### config.mk
export PLATFORM = sky130hd
export DESIGN_NAME = pipe_stage_reg
export DESIGN_NICKNAME = d
export VERILOG_FILES = /design/src/rtl/pipe_pkg.sv /design/src/rtl/pipe_entry.sv /design/src/rtl/pipe_stage_reg.sv
export SDC_FILE = /design/constraint.sdc
export NUM_CORES = 1
export LEC_CHECK = 0
export ABC_AREA = 1
export CAP_MARGIN = 20
export CORE_ASPECT_RATIO = 0.8
export CORE_MARGIN = 10
export CORE_UTILIZATION = 45
export CTS_CLUSTER_DIAMETER = 80
export DETAILED_ROUTE_END_ITERATION = 16
export PLACE_DENSITY_LB_ADDON = 0.1
export SYNTH_ARGS = -nofsm -noshare
export SYNTH_HDL_FRONTEND = slang
export SYNTH_HIERARCHICAL = 1
export SYNTH_SLANG_ARGS = --single-unit
### constraint.sdc
create_clock -name clk -period 2.4 [get_ports clk]
set_clock_uncertainty 0.15 [all_clocks]
set_input_delay 0.36 -clock clk [delete_from_list [all_inputs] [get_ports clk]]
set_output_delay 0.36 -clock clk [all_outputs]
set_load 0.005 [all_outputs]
### src/rtl/pipe_pkg.sv
// Shared types and constants for the reusable pipeline stage register.
// State encoding, statistics counter width and a saturating increment helper.
package pipe_pkg;

  // Occupancy of the stage: no entry, main only, main plus skid.
  typedef enum logic [1:0] {
    EMPTY = 2'b00,
    FULL  = 2'b01,
    SKID  = 2'b10
  } pipe_state_t;

  localparam int STAT_W = 16;
  localparam logic [STAT_W-1:0] STAT_MAX = '1;

  // Counter increment that sticks at the maximum instead of wrapping.
  function automatic logic [STAT_W-1:0] sat_inc(input logic [STAT_W-1:0] v);
    return (v == STAT_MAX) ? v : v + STAT_W'(1);
  endfunction

endpackage

### src/rtl/pipe_entry.sv
// One pipeline entry: control field plus NUM_DATA data channels, each held in
// its own register with a shared load enable and asynchronous active-low reset.
module pipe_entry
  import pipe_pkg::*;
#(
  parameter int CTRL_W   = 7,
  parameter int DATA_W   = 16,
  parameter int NUM_DATA = 2
) (
  input  logic                       clk,
  input  logic                       rst_n,
  input  logic                       load,
  input  logic [CTRL_W-1:0]          d_ctrl,
  input  logic [NUM_DATA*DATA_W-1:0] d_data,
  output logic [CTRL_W-1:0]          q_ctrl,
  output logic [NUM_DATA*DATA_W-1:0] q_data
);

  logic [CTRL_W-1:0] ctrl_reg;

  // Control field: capture on load, otherwise hold.
  always_ff @(posedge clk or negedge rst_n) begin
    if (!rst_n) begin
      ctrl_reg <= '0;
    end else if (load) begin
      ctrl_reg <= d_ctrl;
    end
  end

  assign q_ctrl = ctrl_reg;

  genvar gi;
  generate
    for (gi = 0; gi < NUM_DATA; gi++) begin : g_chan
      logic [DATA_W-1:0] chan_reg;

      // Data channel gi: capture on load, otherwise hold.
      always_ff @(posedge clk or negedge rst_n) begin
        if (!rst_n) begin
          chan_reg <= '0;
        end else if (load) begin
          chan_reg <= d_data[gi*DATA_W +: DATA_W];
        end
      end

      assign q_data[gi*DATA_W +: DATA_W] = chan_reg;
    end
  endgenerate

endmodule

### src/rtl/pipe_stage_reg.sv
// Reusable pipeline stage register with valid/ready handshake, a two-entry
// skid buffer (main + skid) for full throughput under backpressure, and a
// synchronous flush. Invalid slots present all-zero control (a bubble).
// Optional macro PIPE_STATS_EN adds saturating stall/bubble counters.
module pipe_stage_reg
  import pipe_pkg::*;
#(
  parameter int DATA_W   = 16,
  parameter int NUM_DATA = 2,
  parameter int CTRL_W   = 7
) (
  input  logic                       clk,
  input  logic                       rst_n,
  input  logic                       flush,
  input  logic                       in_valid,
  output logic                       in_ready,
  input  logic [CTRL_W-1:0]          in_ctrl,
  input  logic [NUM_DATA*DATA_W-1:0] in_data,
  output logic                       out_valid,
  input  logic                       out_ready,
  output logic [CTRL_W-1:0]          out_ctrl,
  output logic [NUM_DATA*DATA_W-1:0] out_data
`ifdef PIPE_STATS_EN
  ,
  output logic [STAT_W-1:0]          stall_cnt,
  output logic [STAT_W-1:0]          bubble_cnt
`endif
);

  localparam int PAY_W = NUM_DATA * DATA_W;

  pipe_state_t state_reg;
  pipe_state_t state_next;
  logic        in_ready_reg;
  logic        out_valid_reg;

  logic              main_load;
  logic              skid_load;
  logic              main_from_skid;
  logic [CTRL_W-1:0] main_d_ctrl;
  logic [PAY_W-1:0]  main_d_data;
  logic [CTRL_W-1:0] main_ctrl;
  logic [PAY_W-1:0]  main_data;
  logic [CTRL_W-1:0] skid_ctrl;
  logic [PAY_W-1:0]  skid_data;

  // Next-state and entry load decode; flush overrides every transition and
  // suppresses all loads so the input offered that cycle is discarded.
  always_comb begin
    state_next     = state_reg;
    main_load      = 1'b0;
    skid_load      = 1'b0;
    main_from_skid = 1'b0;
    case (state_reg)
      EMPTY: begin
        if (in_valid) begin
          main_load  = 1'b1;
          state_next = FULL;
        end
      end
      FULL: begin
        if (in_valid && out_ready) begin
          main_load = 1'b1;
        end else if (in_valid) begin
          skid_load  = 1'b1;
          state_next = SKID;
        end else if (out_ready) begin
          state_next = EMPTY;
        end
      end
      SKID: begin
        // in_ready is low here, so in_valid is ignored.
        if (out_ready) begin
          main_load      = 1'b1;
          main_from_skid = 1'b1;
          state_next     = FULL;
        end
      end
      default: begin
        state_next = EMPTY;
      end
    endcase
    if (flush) begin
      state_next     = EMPTY;
      main_load      = 1'b0;
      skid_load      = 1'b0;
      main_from_skid = 1'b0;
    end
  end

  // FSM state with registered handshake outputs derived from the next state,
  // so in_ready/out_valid have no combinational path from the inputs.
  always_ff @(posedge clk or negedge rst_n) begin
    if (!rst_n) begin
      state_reg     <= EMPTY;
      in_ready_reg  <= 1'b1;
      out_valid_reg <= 1'b0;
    end else begin
      state_reg     <= state_next;
      in_ready_reg  <= (state_next != SKID);
      out_valid_reg <= (state_next != EMPTY);
    end
  end

  assign main_d_ctrl = main_from_skid ? skid_ctrl : in_ctrl;
  assign main_d_data = main_from_skid ? skid_data : in_data;

  pipe_entry #(
    .CTRL_W  (CTRL_W),
    .DATA_W  (DATA_W),
    .NUM_DATA(NUM_DATA)
  ) u_main (
    .clk   (clk),
    .rst_n (rst_n),
    .load  (main_load),
    .d_ctrl(main_d_ctrl),
    .d_data(main_d_data),
    .q_ctrl(main_ctrl),
    .q_data(main_data)
  );

  pipe_entry #(
    .CTRL_W  (CTRL_W),
    .DATA_W  (DATA_W),
    .NUM_DATA(NUM_DATA)
  ) u_skid (
    .clk   (clk),
    .rst_n (rst_n),
    .load  (skid_load),
    .d_ctrl(in_ctrl),
    .d_data(in_data),
    .q_ctrl(skid_ctrl),
    .q_data(skid_data)
  );

  assign in_ready  = in_ready_reg;
  assign out_valid = out_valid_reg;
  // Bubbles must never carry live control bits downstream.
  assign out_ctrl  = out_valid_reg ? main_ctrl : '0;
  assign out_data  = main_data;

`ifdef PIPE_STATS_EN
  logic [STAT_W-1:0] stall_cnt_reg;
  logic [STAT_W-1:0] bubble_cnt_reg;

  // Saturating stall/bubble counters; only reset clears them, not flush.
  always_ff @(posedge clk or negedge rst_n) begin
    if (!rst_n) begin
      stall_cnt_reg  <= '0;
      bubble_cnt_reg <= '0;
    end else begin
      if (out_valid_reg && !out_ready) begin
        stall_cnt_reg <= sat_inc(stall_cnt_reg);
      end
      if (!out_valid_reg) begin
        bubble_cnt_reg <= sat_inc(bubble_cnt_reg);
      end
    end
  end

  assign stall_cnt  = stall_cnt_reg;
  assign bubble_cnt = bubble_cnt_reg;
`endif

endmodule

; ---- Word-level counts from Yosys, hierarchy flattened
; Index checks and enable logic that the tools add are counted.
[word_totals]
register_bits = 82
wordCells = 35
output_inout_bits = 41
input_bits = 44
[classes]
n_eq_ne = 3
reduce_logical = 3
mux = 20
[ops]
columns = operator, n
row1 = 2-to-1 mux 32 bit, 1
row2 = 2-to-1 mux 7 bit, 2
row3 = 2-to-1 mux 2 bit, 6
row4 = 2-to-1 mux 1 bit, 9
row5 = one-hot mux 2 bit (3 select lines), 1
row6 = one-hot mux 1 bit (3 select lines), 1
row7 = "== test 2 x 1 -> 1 bit, second input constant", 1
row8 = "== test 2 bit, second input constant", 1
row9 = logical NOT 2 bit, 1
row10 = "inequality test 2 bit, second input constant", 1
row11 = nonzero test 2 bit, 1
row12 = logical AND 1 bit, 1

; ---- Depth between registers and ports, before layout
[logic_depth]
depth_word = 6
ltp_mapped = 10
mapped_depth_nobuf = 8

; ---- Modules after synthesis
; The synthesis kept the hierarchy.
[by_module_without_submodules]
columns = mod, cells_each, instances, area_per_inst_um2, seq_area_each_um2
row1 = pipe_entry, 165, 2, 1466.4, 975.9
row2 = pipe_stage_reg, 169, 1, 812.0, 101.3

; ---- Worst setup path after synthesis
; Ideal clock, no wire load.
[synth_timing]
path_type = register -> register
startpoint = register state_reg[1]
endpoint = register u_skid.g_chan[1].chan_reg[10]
setup_ns = 0.116
arrival_time_ns = 1.406
required_time_ns = 2.134
path_slack_ns = 0.728
n_path_buf = 2
stages_incl_launch_ff = 9
period_less_slack_ns = 1.672
path_cell_list = dfrtp_1 -> nor2_1 -> nand2_1 -> nor3_1 -> inv_2 -> buf_2 -> buf_4 -> nand2_1 -> nand2_1
[synth_via]
elab_chain_cells = 3
[synth_rtl]
columns = element, line
row1 = from (decl), pipe_stage_reg.sv:32  ; pipe_state_t state_reg;
row2 = from (signal assigned), pipe_stage_reg.sv:99  ; state_reg <= state_next;
row3 = == test 2 x 1 -> 1 bit, pipe_stage_reg.sv:54  ; case (state_reg)
row4 = 2-to-1 mux 1 bit, pipe_stage_reg.sv:54
row5 = 2-to-1 mux 1 bit, pipe_stage_reg.sv:83  ; if (flush) begin
row6 = via skid_load, pipe_stage_reg.sv:38  ; logic skid_load;
row7 = to (signal assigned), pipe_entry.sv:42  ; chan_reg <= d_data[gi*DATA_W +: DATA_W];
row8 = to (decl), pipe_entry.sv:35  ; logic [DATA_W-1:0] chan_reg;
; The timed path passes the listed nets, and every way through them passes these cells.
; A chain may end at the register's enable or synchronous reset.

; ---- Worst setup path in the final report
[layout_timing]
startpoint = register out_valid_reg, in the netlist out_valid
endpoint = output port out_ctrl[3]
[layout_via]
elab_chain_cells = 1
[layout_rtl]
columns = element, line
row1 = from (decl), pipe_stage_reg.sv:35  ; logic out_valid_reg;
row2 = from (signal assigned), pipe_stage_reg.sv:101  ; out_valid_reg <= (state_next != EMPTY);
row3 = 2-to-1 mux 7 bit, pipe_stage_reg.sv:139  ; assign out_ctrl = out_valid_reg ? main_ctrl : '0;
row4 = to (decl), pipe_stage_reg.sv:21  ; output logic [CTRL_W-1:0] out_ctrl,
; No other way between the ends.

==> results.txt <==
----------------------------------------------------
[Global route]
  Initial antenna violation count ... 0
  First-pass GRT wire length ... 14700 um
  GRT Residual Overflow ... 0
  Global-route usage over all layers ... 14.5%
  Vias in the first global route ... 3049
  Pin count of the biggest net entering global routing ... 49

[Floorplan]
  Core footprint ... 0.00802 mm^2
  Die area ... 0.0124 mm^2
  I/O pin count ... 85
  Die Y ... 102 um
  Cell Rows ... 29
  Die width ... 122 um
  Initial Utilization ... 46.7%

[Timing]
  Number of hold-slack violations in the final timing report ... 0
  Actual slew at the worst max-slew pin ... 0.712 ns
  Shortest clock period the worst path allows after layout ... 2.02 ns
  Post-Route Hold Slack ... 0.321 ns
  Final setup slack of the worst path ... 0.381 ns
  Final worst path period share ... 84.1%
  Count of pins over their slew limit ... 0
  Maximum achievable frequency ... 495 MHz
  Worst max-slew margin expressed relative to the limit ... 52.5%
  Aggregate negative setup slack ... 0 ns
  Count of final setup violators ... 0
  RSZ-0062 raised after global routing ... no

[Worst hold path]
  Endpoint with the worst hold slack ... u_main/g_chan[1].chan_reg[11]
  Startpoint of the worst hold path ... u_main/g_chan[1].chan_reg[11]
  Hold Path Depth ... 2
  Worst min-delay path category ... reg -> reg

[Synthesis]
  Number of instances in the synthesized netlist ... 499
  Sequential area share after synthesis ... 54.8%
  Count of yosys warnings during synthesis ... 6
  Register bit total from synthesis ... 82
  Area of the mapped netlist ... 0.00374 mm^2
  Library cells used by synthesis ... 16
  Syn avg cell area ... 7.50 um^2
  Post-Syn Nets ... 543

[Routing]
  Number of DRC violations after detailed-routing iteration 0 ... 147
  Final antenna-violating net count ... 0
  TritonRoute pass-1 iters ... 4
  Vias after detailed routing ... 3105
  Overall routed net length ... 8660 um
  Average via count per standard cell ... 4.49
  DRC ... 0
  Routed WL per cell ... 12.5 um

[Worst setup path]
  Worst-path maximum fanout ... 8
  Worst Reg2Reg Path Length in Cells ... 6
  Arrival time of data at the critical path endpoint ... 1.51 ns
  Crit Reg-Reg Startpoint ... state_reg[1]
  Category of the critical setup timing path ... reg -> out
  Worst Setup End Kind ... primary output
  Setup slack of the worst register-to-register path ... 0.59 ns
  CP Data Required Time ... 1.89 ns
  Worst Setup Start Kind ... flip-flop
  Terminus of the critical flop-to-flop path ... u_skid/g_chan[1].chan_reg[2]

[Power]
  PD cells ... 749 mW/mm^2
  Power share of the clock group ... 27.7%
  Design Power ... 3.67 mW
  Combinational group share of total power ... 21.7%
  Reported net switching power ... 1.02 mW
  Cell leakage power ... 2.65 nW
  VDD IR max ... 0.355 mV
  Design internal power ... 2.65 mW
  Fraction of power spent switching nets ... 27.7%
  Sequential power share ... 50.6%

[Clock network]
  Clock root cell ... sky130_fd_sc_hd__clkbuf_8
  Number of levels the H-tree was split into ... 3
  Number of buffers inserted by post-CTS setup repair ... 0
  Clock tree from TritonCTS ... built
  Worst-skew pair later-pin latency ... 0.34 ns
  CTS buffer count ... 9
  Clock-pin transition on the worst setup and hold timing paths ... 0.08 ns
  Clock net sink count ... 82
  Clock buffer depth ... 2

[Layout]
  Final Util ... 61.1%
  Count of antenna diodes in the layout ... 0
  Count of filler cells inserted in the layout ... 740
  Layout Nets ... 622
  Synthesis-to-layout area growth ... 30.8%
  Fraction of layout cells with a size suffix above 1 ... 4.97%

[Placed design]
  Worst setup timing slack at the placement stage ... 0.107 ns
  HPWL reported at the end of detailed placement ... 5960 um
  Routability cong. ... 0.747
  Port Buffer Count ... 84

[Run status]
  Status ... finished, final reports clean

[Run]
  MaxCap Viol Count ... 0

----------------------------------------------------
[how the worst max path moves through the flow]
stage	from	endpoint	cells after the start	slack, ns
floorplan	state_reg[1]	u_skid/g_chan[1].chan_reg[10]	8	0.73
global placement	out_ready	u_main/g_chan[1].chan_reg[14]	8	0.19
detailed placement	out_ready	u_main/g_chan[1].chan_reg[10]	8	0.11
CTS	out_valid	out_ctrl[3]	3	0.33
global route	out_valid	out_ctrl[6]	3	0.26
finish	out_valid	out_ctrl[3]	3	0.38
[stage by stage]
stage | cells | cell area, um^2
after floorplan | 499 | 3740
after global placement | 674 | 4680
after detailed placement | 674 | 4680
after CTS | 691 | 4900
after global routing | 691 | 4900
final | 691 | 4900
[layer usage]
metal,track usage (%),routed length (um),vias to the layer above
li1,-,-,1634
met1,18.6,4090,1389
met2,22.7,3870,77
met3,5.84,652,5
met4,3.29,52,0
met5,0,0,-
[critical path, cell delays in order, from the launching register on]
cell                              delay, ns
sky130_fd_sc_hd__dfrtp_1               0.51
sky130_fd_sc_hd__nand2_1               0.10
sky130_fd_sc_hd__inv_1                 0.06
sky130_fd_sc_hd__clkdlybuf4s50_1       0.49
[power groups by stage]
stage          combinational [mW]  sequential (mW)  clock [mW]
4_1_cts                     0.819             1.86        1.05
2_1_floorplan               0.372             1.86           0
3_5_place_dp                0.816             1.88           0
5_1_grt                     0.920             1.90        1.11
3_3_place_gp                0.793             1.87           0
6_report                    0.798             1.86        1.02
[logic make-up (layout without fill, tap and decap cells)]
kind of cell    Yosys count  in the layout  synth area share [%]
buf+inv                  79            163                  9.56
compound gates           40             40                  5.35
simple gates            298            298                  30.3
flops                    82             82                  54.8
[synthesized netlist by cell type]
cell type | n | area (um^2)
sky130_fd_sc_hd__nand2_1 | 290 | 1090
sky130_fd_sc_hd__dfrtp_1 | 81 | 2030
sky130_fd_sc_hd__inv_1 | 53 | 199
sky130_fd_sc_hd__o21ai_1 | 21 | 105
sky130_fd_sc_hd__o21ai_0 | 18 | 90.1
sky130_fd_sc_hd__buf_2 | 13 | 65.1
sky130_fd_sc_hd__buf_4 | 6 | 45.0
sky130_fd_sc_hd__nand3_1 | 4 | 20.0
sky130_fd_sc_hd__buf_6 | 3 | 33.8
sky130_fd_sc_hd__clkbuf_1 | 2 | 7.51
sky130_fd_sc_hd__inv_2 | 2 | 7.51
sky130_fd_sc_hd__nor2_1 | 2 | 7.51
sky130_fd_sc_hd__a21oi_1 | 1 | 5.00
sky130_fd_sc_hd__dfstp_2 | 1 | 26.3
sky130_fd_sc_hd__nand4_2 | 1 | 12.5
sky130_fd_sc_hd__nor3_1 | 1 | 5.00
[cell usage in the layout (no fill, tap or decap)]
| cell type | count |
|---|---|
| sky130_fd_sc_hd__a21oi_4 | 1 |
| sky130_fd_sc_hd__o21ai_0 | 18 |
| sky130_fd_sc_hd__nand4_4 | 1 |
| sky130_fd_sc_hd__dlygate4sd3_1 | 1 |
| sky130_fd_sc_hd__bufinv_16 | 1 |
| sky130_fd_sc_hd__nand3_1 | 4 |
| sky130_fd_sc_hd__dfrtp_1 | 81 |
| sky130_fd_sc_hd__nor3_2 | 1 |
| sky130_fd_sc_hd__nor2_1 | 2 |
| sky130_fd_sc_hd__buf_12 | 3 |
| sky130_fd_sc_hd__buf_4 | 5 |
| sky130_fd_sc_hd__clkinv_2 | 1 |
| sky130_fd_sc_hd__o21ai_1 | 21 |
| sky130_fd_sc_hd__clkdlybuf4s50_1 | 83 |
| sky130_fd_sc_hd__dfstp_2 | 1 |
| sky130_fd_sc_hd__clkinvlp_4 | 2 |
| sky130_fd_sc_hd__clkbuf_8 | 11 |
| sky130_fd_sc_hd__inv_1 | 53 |
| sky130_fd_sc_hd__clkbuf_1 | 1 |
| sky130_fd_sc_hd__inv_2 | 2 |
| sky130_fd_sc_hd__nand2_1 | 290 |
[repair_timing]
item / 4_1_cts / 5_1_grt
resized for setup: 0 / 0
hold endpoints to repair: 34 / 0
hold buffers: 1 / 0
[area by class of cell]
type / instances / area [um^2] / share of cell area (%)
clock buffers: 12 / 155 / 3.17
clock inverters: 4 / 50.0 / 1.02
inverters: 55 / 206 / 4.22
multi-input cells: 338 / 1360 / 27.7
flip-flops and latches: 82 / 2050 / 41.9
well taps: 108 / 135 / 2.76
repair buffers: 92 / 938 / 19.2
No activity file was read; power rests on OpenSTA's default activity.
